<file path="src/rtl/fb_ram_arbiter.sv">
// Purpose : shares framebuffer RAM port A between two requesters (round-robin),
//           with an optional whole-RAM clear engine (enabled by FB_ARB_CLEAR_EN).
// Latency : grant is combinational (0 cycles); read data/rvalid one cycle after the transfer.
// Backpr. : a requester without gnt must hold req/we/addr/wdata; during a clear no grants are given.
//
// Ports:
//   clk, rst_n                 clock, async active-low reset
//   req*/we*/addr*/wdata*      requester 0/1 access request (we=1 write, 0 read)
//   gnt*                       combinational grant; transfer happens on the edge where req & gnt
//   rvalid*/rdata*             registered read-valid strobe; rdata is the RAM output
//   clr_start/clr_value        start a fill of the whole RAM with clr_value (IDLE only)
//   clr_busy/clr_done          clear in progress / one-cycle completion pulse
//   ram_we/ram_addr/ram_din    to RAM port A; ram_dout from RAM port A (1-cycle read)
// Build option: define FB_ARB_CLEAR_EN to include the clear engine; otherwise the
// block is a pure round-robin arbiter and clr_busy/clr_done are tied low.
module fb_ram_arbiter #(
  parameter int DATA_WIDTH = 8,
  parameter int ADDR_WIDTH = 10
) (
  input  logic                  clk,
  input  logic                  rst_n,
  input  logic                  req0,
  input  logic                  we0,
  input  logic [ADDR_WIDTH-1:0] addr0,
  input  logic [DATA_WIDTH-1:0] wdata0,
  input  logic                  req1,
  input  logic                  we1,
  input  logic [ADDR_WIDTH-1:0] addr1,
  input  logic [DATA_WIDTH-1:0] wdata1,
  output logic                  gnt0,
  output logic                  gnt1,
  output logic                  rvalid0,
  output logic                  rvalid1,
  output logic [DATA_WIDTH-1:0] rdata0,
  output logic [DATA_WIDTH-1:0] rdata1,
  input  logic                  clr_start,
  input  logic [DATA_WIDTH-1:0] clr_value,
  output logic                  clr_busy,
  output logic                  clr_done,
  output logic                  ram_we,
  output logic [ADDR_WIDTH-1:0] ram_addr,
  output logic [DATA_WIDTH-1:0] ram_din,
  input  logic [DATA_WIDTH-1:0] ram_dout
);

  // Index of the requester granted most recently; the other one wins a tie.
  logic                  last;
  logic                  in_clear;
  logic [ADDR_WIDTH-1:0] clr_addr;
  logic [DATA_WIDTH-1:0] clr_data;

`ifdef FB_ARB_CLEAR_EN
  typedef enum logic {
    IDLE  = 1'b0,
    CLEAR = 1'b1
  } state_t;

  localparam logic [ADDR_WIDTH-1:0] CNT_LAST = '1;
  localparam logic [ADDR_WIDTH-1:0] CNT_ONE  = {{(ADDR_WIDTH-1){1'b0}}, 1'b1};

  state_t                state;
  logic [ADDR_WIDTH-1:0] clr_cnt;
  logic [DATA_WIDTH-1:0] clr_val;

  always_ff @(posedge clk or negedge rst_n) begin
    if (!rst_n) begin
      state    <= IDLE;
      clr_cnt  <= '0;
      clr_val  <= '0;
      clr_busy <= 1'b0;
      clr_done <= 1'b0;
    end else begin
      clr_done <= 1'b0;
      case (state)
        IDLE: begin
          if (clr_start) begin
            state    <= CLEAR;
            clr_cnt  <= '0;
            clr_val  <= clr_value;
            clr_busy <= 1'b1;
          end
        end
        CLEAR: begin
          // Last address written this cycle: leave without wrapping the counter.
          if (clr_cnt == CNT_LAST) begin
            state    <= IDLE;
            clr_busy <= 1'b0;
            clr_done <= 1'b1;
          end else begin
            clr_cnt <= clr_cnt + CNT_ONE;
          end
        end
        default: state <= IDLE;
      endcase
    end
  end

  assign in_clear = (state == CLEAR);
  assign clr_addr = clr_cnt;
  assign clr_data = clr_val;
`else
  logic unused_clr;

  assign unused_clr = ^{clr_start, clr_value};
  assign in_clear   = 1'b0;
  assign clr_addr   = '0;
  assign clr_data   = '0;
  assign clr_busy   = 1'b0;
  assign clr_done   = 1'b0;
`endif

  // Round-robin: on contention the requester that was not granted last wins.
  assign gnt0 = ~in_clear & req0 & (~req1 | last);
  assign gnt1 = ~in_clear & req1 & (~req0 | ~last);

  always_comb begin
    ram_we   = 1'b0;
    ram_addr = '0;
    ram_din  = '0;
    if (in_clear) begin
      ram_we   = 1'b1;
      ram_addr = clr_addr;
      ram_din  = clr_data;
    end else if (gnt0) begin
      ram_we   = we0;
      ram_addr = addr0;
      ram_din  = wdata0;
    end else if (gnt1) begin
      ram_we   = we1;
      ram_addr = addr1;
      ram_din  = wdata1;
    end
  end

  always_ff @(posedge clk or negedge rst_n) begin
    if (!rst_n) begin
      last    <= 1'b1;
      rvalid0 <= 1'b0;
      rvalid1 <= 1'b0;
    end else begin
      if (gnt0) begin
        last <= 1'b0;
      end else if (gnt1) begin
        last <= 1'b1;
      end
      rvalid0 <= gnt0 & ~we0;
      rvalid1 <= gnt1 & ~we1;
    end
  end

  // RAM read data is passed straight through; rvalid qualifies it.
  assign rdata0 = ram_dout;
  assign rdata1 = ram_dout;

endmodule

</file>
<file path="config.mk">
export PLATFORM = sky130hd
export DESIGN_NAME = fb_ram_arbiter
export DESIGN_NICKNAME = d
export VERILOG_FILES = /design/src/rtl/fb_ram_arbiter.sv
export SDC_FILE = /design/constraint.sdc
export NUM_CORES = 1
export LEC_CHECK = 0
export CAP_MARGIN = 30
export CORE_MARGIN = 1
export CORE_UTILIZATION = 18
export DETAILED_ROUTE_END_ITERATION = 8
export PLACE_DENSITY = 0.87
export RECOVER_POWER = 50
export SETUP_SLACK_MARGIN = 0.2
export SLEW_MARGIN = 20
export SYNTH_ARGS = -nofsm -noshare
export SYNTH_HDL_FRONTEND = slang
export SYNTH_SLANG_ARGS = --single-unit
</file>
<file path="constraint.sdc">
create_clock -name clk -period 1.18 [get_ports clk]
set_input_delay 0.177 -clock clk [delete_from_list [all_inputs] [get_ports clk]]
set_output_delay 0.177 -clock clk [all_outputs]
set_load 0.01 [all_outputs]
</file>
# Word level (Yosys, flattened, before mapping)
# Cells that the tools add are included.
# op_classes
mux	8
n_bitwise	11
reduce_logical	1
# op_table
operator	n
two-way mux 10 bit	2
two-way mux 8 bit	2
inverter 1 bit	5
bitwise AND 1 bit	4
two-way mux 1 bit	4
bitwise OR 1 bit	2
nonzero test 2 bit	1
# totals
reg_bits	3
inputBits	59

# Depth between registers and ports, before layout
# depth
depth_word	5
mapped_depth	3
mapped_depth_nobuf	2

# Worst setup path before layout
# Ideal clock, no wire load.
# synth_path
path_type	flip-flop to output port
startpoint	register last
endpoint	output ram_addr[0]
path_buffers	1
setup_slack_ns	0.002
stages_incl_launch_ff	4
t_arrival_ns	1.001
required_time_ns	1.003
cell_sequence	dfstp_2 > nand2b_4 > buf_6 > a32o_2
# synth_between
elab_chain_cells	5
elab_cells_between_ends	7
cone_classes	mux: 2; bitwise: 5
# synth_rtl
element	line	source
from (decl)	47	logic last;
from (signal assigned)	137	last <= 1'b1;
from (signal assigned)	142	last <= 1'b0;
from (signal assigned)	144	last <= 1'b1;
inverter 1 bit	114	assign gnt1 = ~in_clear & req1 & (~req0 | ~last);
bitwise OR 1 bit	114	
bitwise AND 1 bit	114	
two-way mux 10 bit	128	end else if (gnt1) begin
two-way mux 10 bit *	124	end else if (gnt0) begin
to (decl)	41	output logic [ADDR_WIDTH-1:0] ram_addr,
# Every way passes the cells marked *; elsewhere a longest branch is shown, timed or not.

# Worst setup path after layout
# layout_path
startpoint	register last
endpoint	output ram_addr[7]
# Same word-level chain as after synthesis.

==> qor.yml <==
run_status:
  outcome: "finished, violations left"
  violations: "DRC, setup timing"
die:
  dieHeight_um: 57.2
  fp.dieW_um: 57.2
  core_area_sq_um: 2830
  initial_utilization_pct: 19.4
  io_pins: 100
  num_rows: 19
  dieArea_sq_um: 3270
power:
  p_leak_nw: 0.610
  power_density_nw_per_um2: 750
  design_power_total_mw: 0.929
  max-vdd-ir-drop_uv: 291
synth:
  yosys-top-cells-count: "a32o_2 (19), buf_4 (18), buf_6 (4)"
  yosysTopAreaCellShare_pct: 39.0
  async_reset_ff_share_pct: 100
  ys.flop_type: "dfrtp_1"
  synthesis.area_sq_um: 548
  yosysSeqAreaShare_pct: 13.9
  synth_seq_cells: 3
  netlist_instances: 54
  yosysMostFrequentCell: "a32o_2"
  yosys.area.top_type: "a32o_2"
  synth.distinct_cells: 14
  postSynthAreaPerCell_sq_um: 10.1
  synth_edf_count: 0
  synth_area_leaders: "a32o_2 (39%), buf_4 (25%), dfrtp_1 (9.1%)"
  yosysWarningCount: 0
critical_path:
  endpoint_kind: "primary output"
  crit_required_ns: 1.00
  arrival_ns: 1.41
  critPathMaxFanout: 5
  path_class: "flip-flop to primary output"
  start_kind: "flip-flop"
drt:
  drc: 8
  drtAntennaViolNets: 0
  vias: 687
  drtPass1Iterations: 6
  finalWirelength_um: 2560
  via_per_inst: 4.74
  drt-initial-drc-count: 23
  drt-wirelength-per-cell_um: 17.7
finish:
  area_growth_pct: 126
  fillers: 288
  fin_nets: 174
  antennaDiodeCount: 0
  drive_gt1_share_pct: 56.1
timing:
  maxSlewViolCount: 0
  rsz0062_at_grt: "true"
  min_period_over_period_pct: 134
  max_freq_ghz: 0.631
  final.setup.tns_ns: -7.99
  setup_viol: 21
  skew_ns: 0.000764
  worst_slack_ns: -0.405
  min_period_ns: 1.59
  finalHoldViolCount: 0
clocking:
  clk_latency_ns: 0.23
  cts.sinks: 3
  cts-htree-levels: 1
  clkTransAtPathRegs_ns: 0.04
  cts_tree: "yes"
  cts_made_buffers: 3
  cts-hold-fix-buffers: 0
  cts.path.max_buffers: 2
  cts_root_buffer: "clkbuf_4"
global_route:
  grt_usage_pct: 14.9
  overflow: 0
  grt_max_degree: 13
  grt_pass1_vias: 752
  antenna_found_initial: 0
  grt_first_pass_wirelength_um: 3660
placement:
  routabilityCongestion: 0.806
  dpl.hpwl_um: 1830
  io_buffers: 64
worst_hold_path:
  hold_class: "input port to asynchronous set/reset pin"
flow_run:
  max_cap_viol_count: 0
-- metrics by stage --
| step | util, % | cell area, sq um | worst slack [ns] | hold slack (ns) | cells |
|---|---|---|---|---|---|
| detailed placement | 38.5 | 1090 | -0.733 | 0.354 | 132 |
| CTS | 42.4 | 1200 | -0.419 | 0.129 | 143 |
| floorplan | - | 554 | 0.00516 | -0.119 | 55 |
| finish | 43.7 | 1240 | -0.405 | 0.201 | 145 |
| global route | 43.7 | 1240 | -0.446 | 0.203 | 145 |
| global placement | 38.5 | 1090 | -0.736 | 0.354 | 132 |
-- registers in the layout, summed over array words and instances, names as in the netlist --
signal,flops
last,1
rvalid0,1
rvalid1,1
-- critical path, cell delays in order, from the launching register on --
cell	delay (ns)
dfstp_2	0.58
a21boi_4	0.10
buf_6	0.14
a32o_2	0.23
buf_6	0.12
-- area by class of cell --
| cell class | count | area [sq um] | share of cell area [%] |
|---|---|---|---|
| repair buffers | 77 | 786 | 63.5 |
| multi-input cells | 30 | 310 | 25.1 |
| well taps | 31 | 38.8 | 3.13 |
| flip-flops and latches | 3 | 76.3 | 6.17 |
| clock buffers | 4 | 26.3 | 2.12 |
-- final timing paths --
path,startpoint,end,slack [ns],depth (start not counted)
min,rst_n,rvalid0$_DFF_PN0_,0.20,1
min in group clk,ram_dout[3],rdata0[3],0.35,0
max reg2reg,last$_DFFE_PN1P_,rvalid1$_DFF_PN0_,0.08,3
min reg2reg,last$_DFFE_PN1P_,last$_DFFE_PN1P_,0.71,3
max,last$_DFFE_PN1P_,ram_addr[7],-0.41,4
max in group asynchronous,rst_n,last$_DFFE_PN1P_,0.76,1
-- where the power goes --
part	switching (mW)	internal, mW
combinational	0.218	0.404
clock	0.0526	0.127
sequential	0.0105	0.117
total	0.281	0.647
-- layout by cell type (no fill, tap or decap), drive strengths merged --
master / n
and3b: 1
a32o: 19
dfstp: 1
dfrtp: 2
conb: 2
dlygate4sd2: 2
and2b: 1
and2: 1
a21oi: 1
a21boi: 1
nand2b: 3
clkbuf: 4
buf: 36
dlygate4sd3: 1
clkdlybuf4s50: 38
nor2: 1
-- repair_timing --
action	4_1_cts	5_1_grt
setup endpoints to repair	25	25
pin swaps	1	1
gates resized for setup	116	11
cloned	3	1
buffers inserted	4	1
-- cells by family after synthesis --
logic type,Yosys count,synth area share [%]
buffers and inverters,24,34.7
AO/OA/AOI/OAI,21,43.4
AND/OR/NAND/NOR,5,7.31
flip-flops,3,13.9
other,1,0.684
-- metal layers --
layer / share of wire, % / track usage (%)
met5: 0 / 0
met4: 1.1 / 5.92
met1: 36 / 15.8
met3: 8.4 / 2.49
met2: 54 / 28.9
Note: power is estimated with default switching activity, not from simulation.
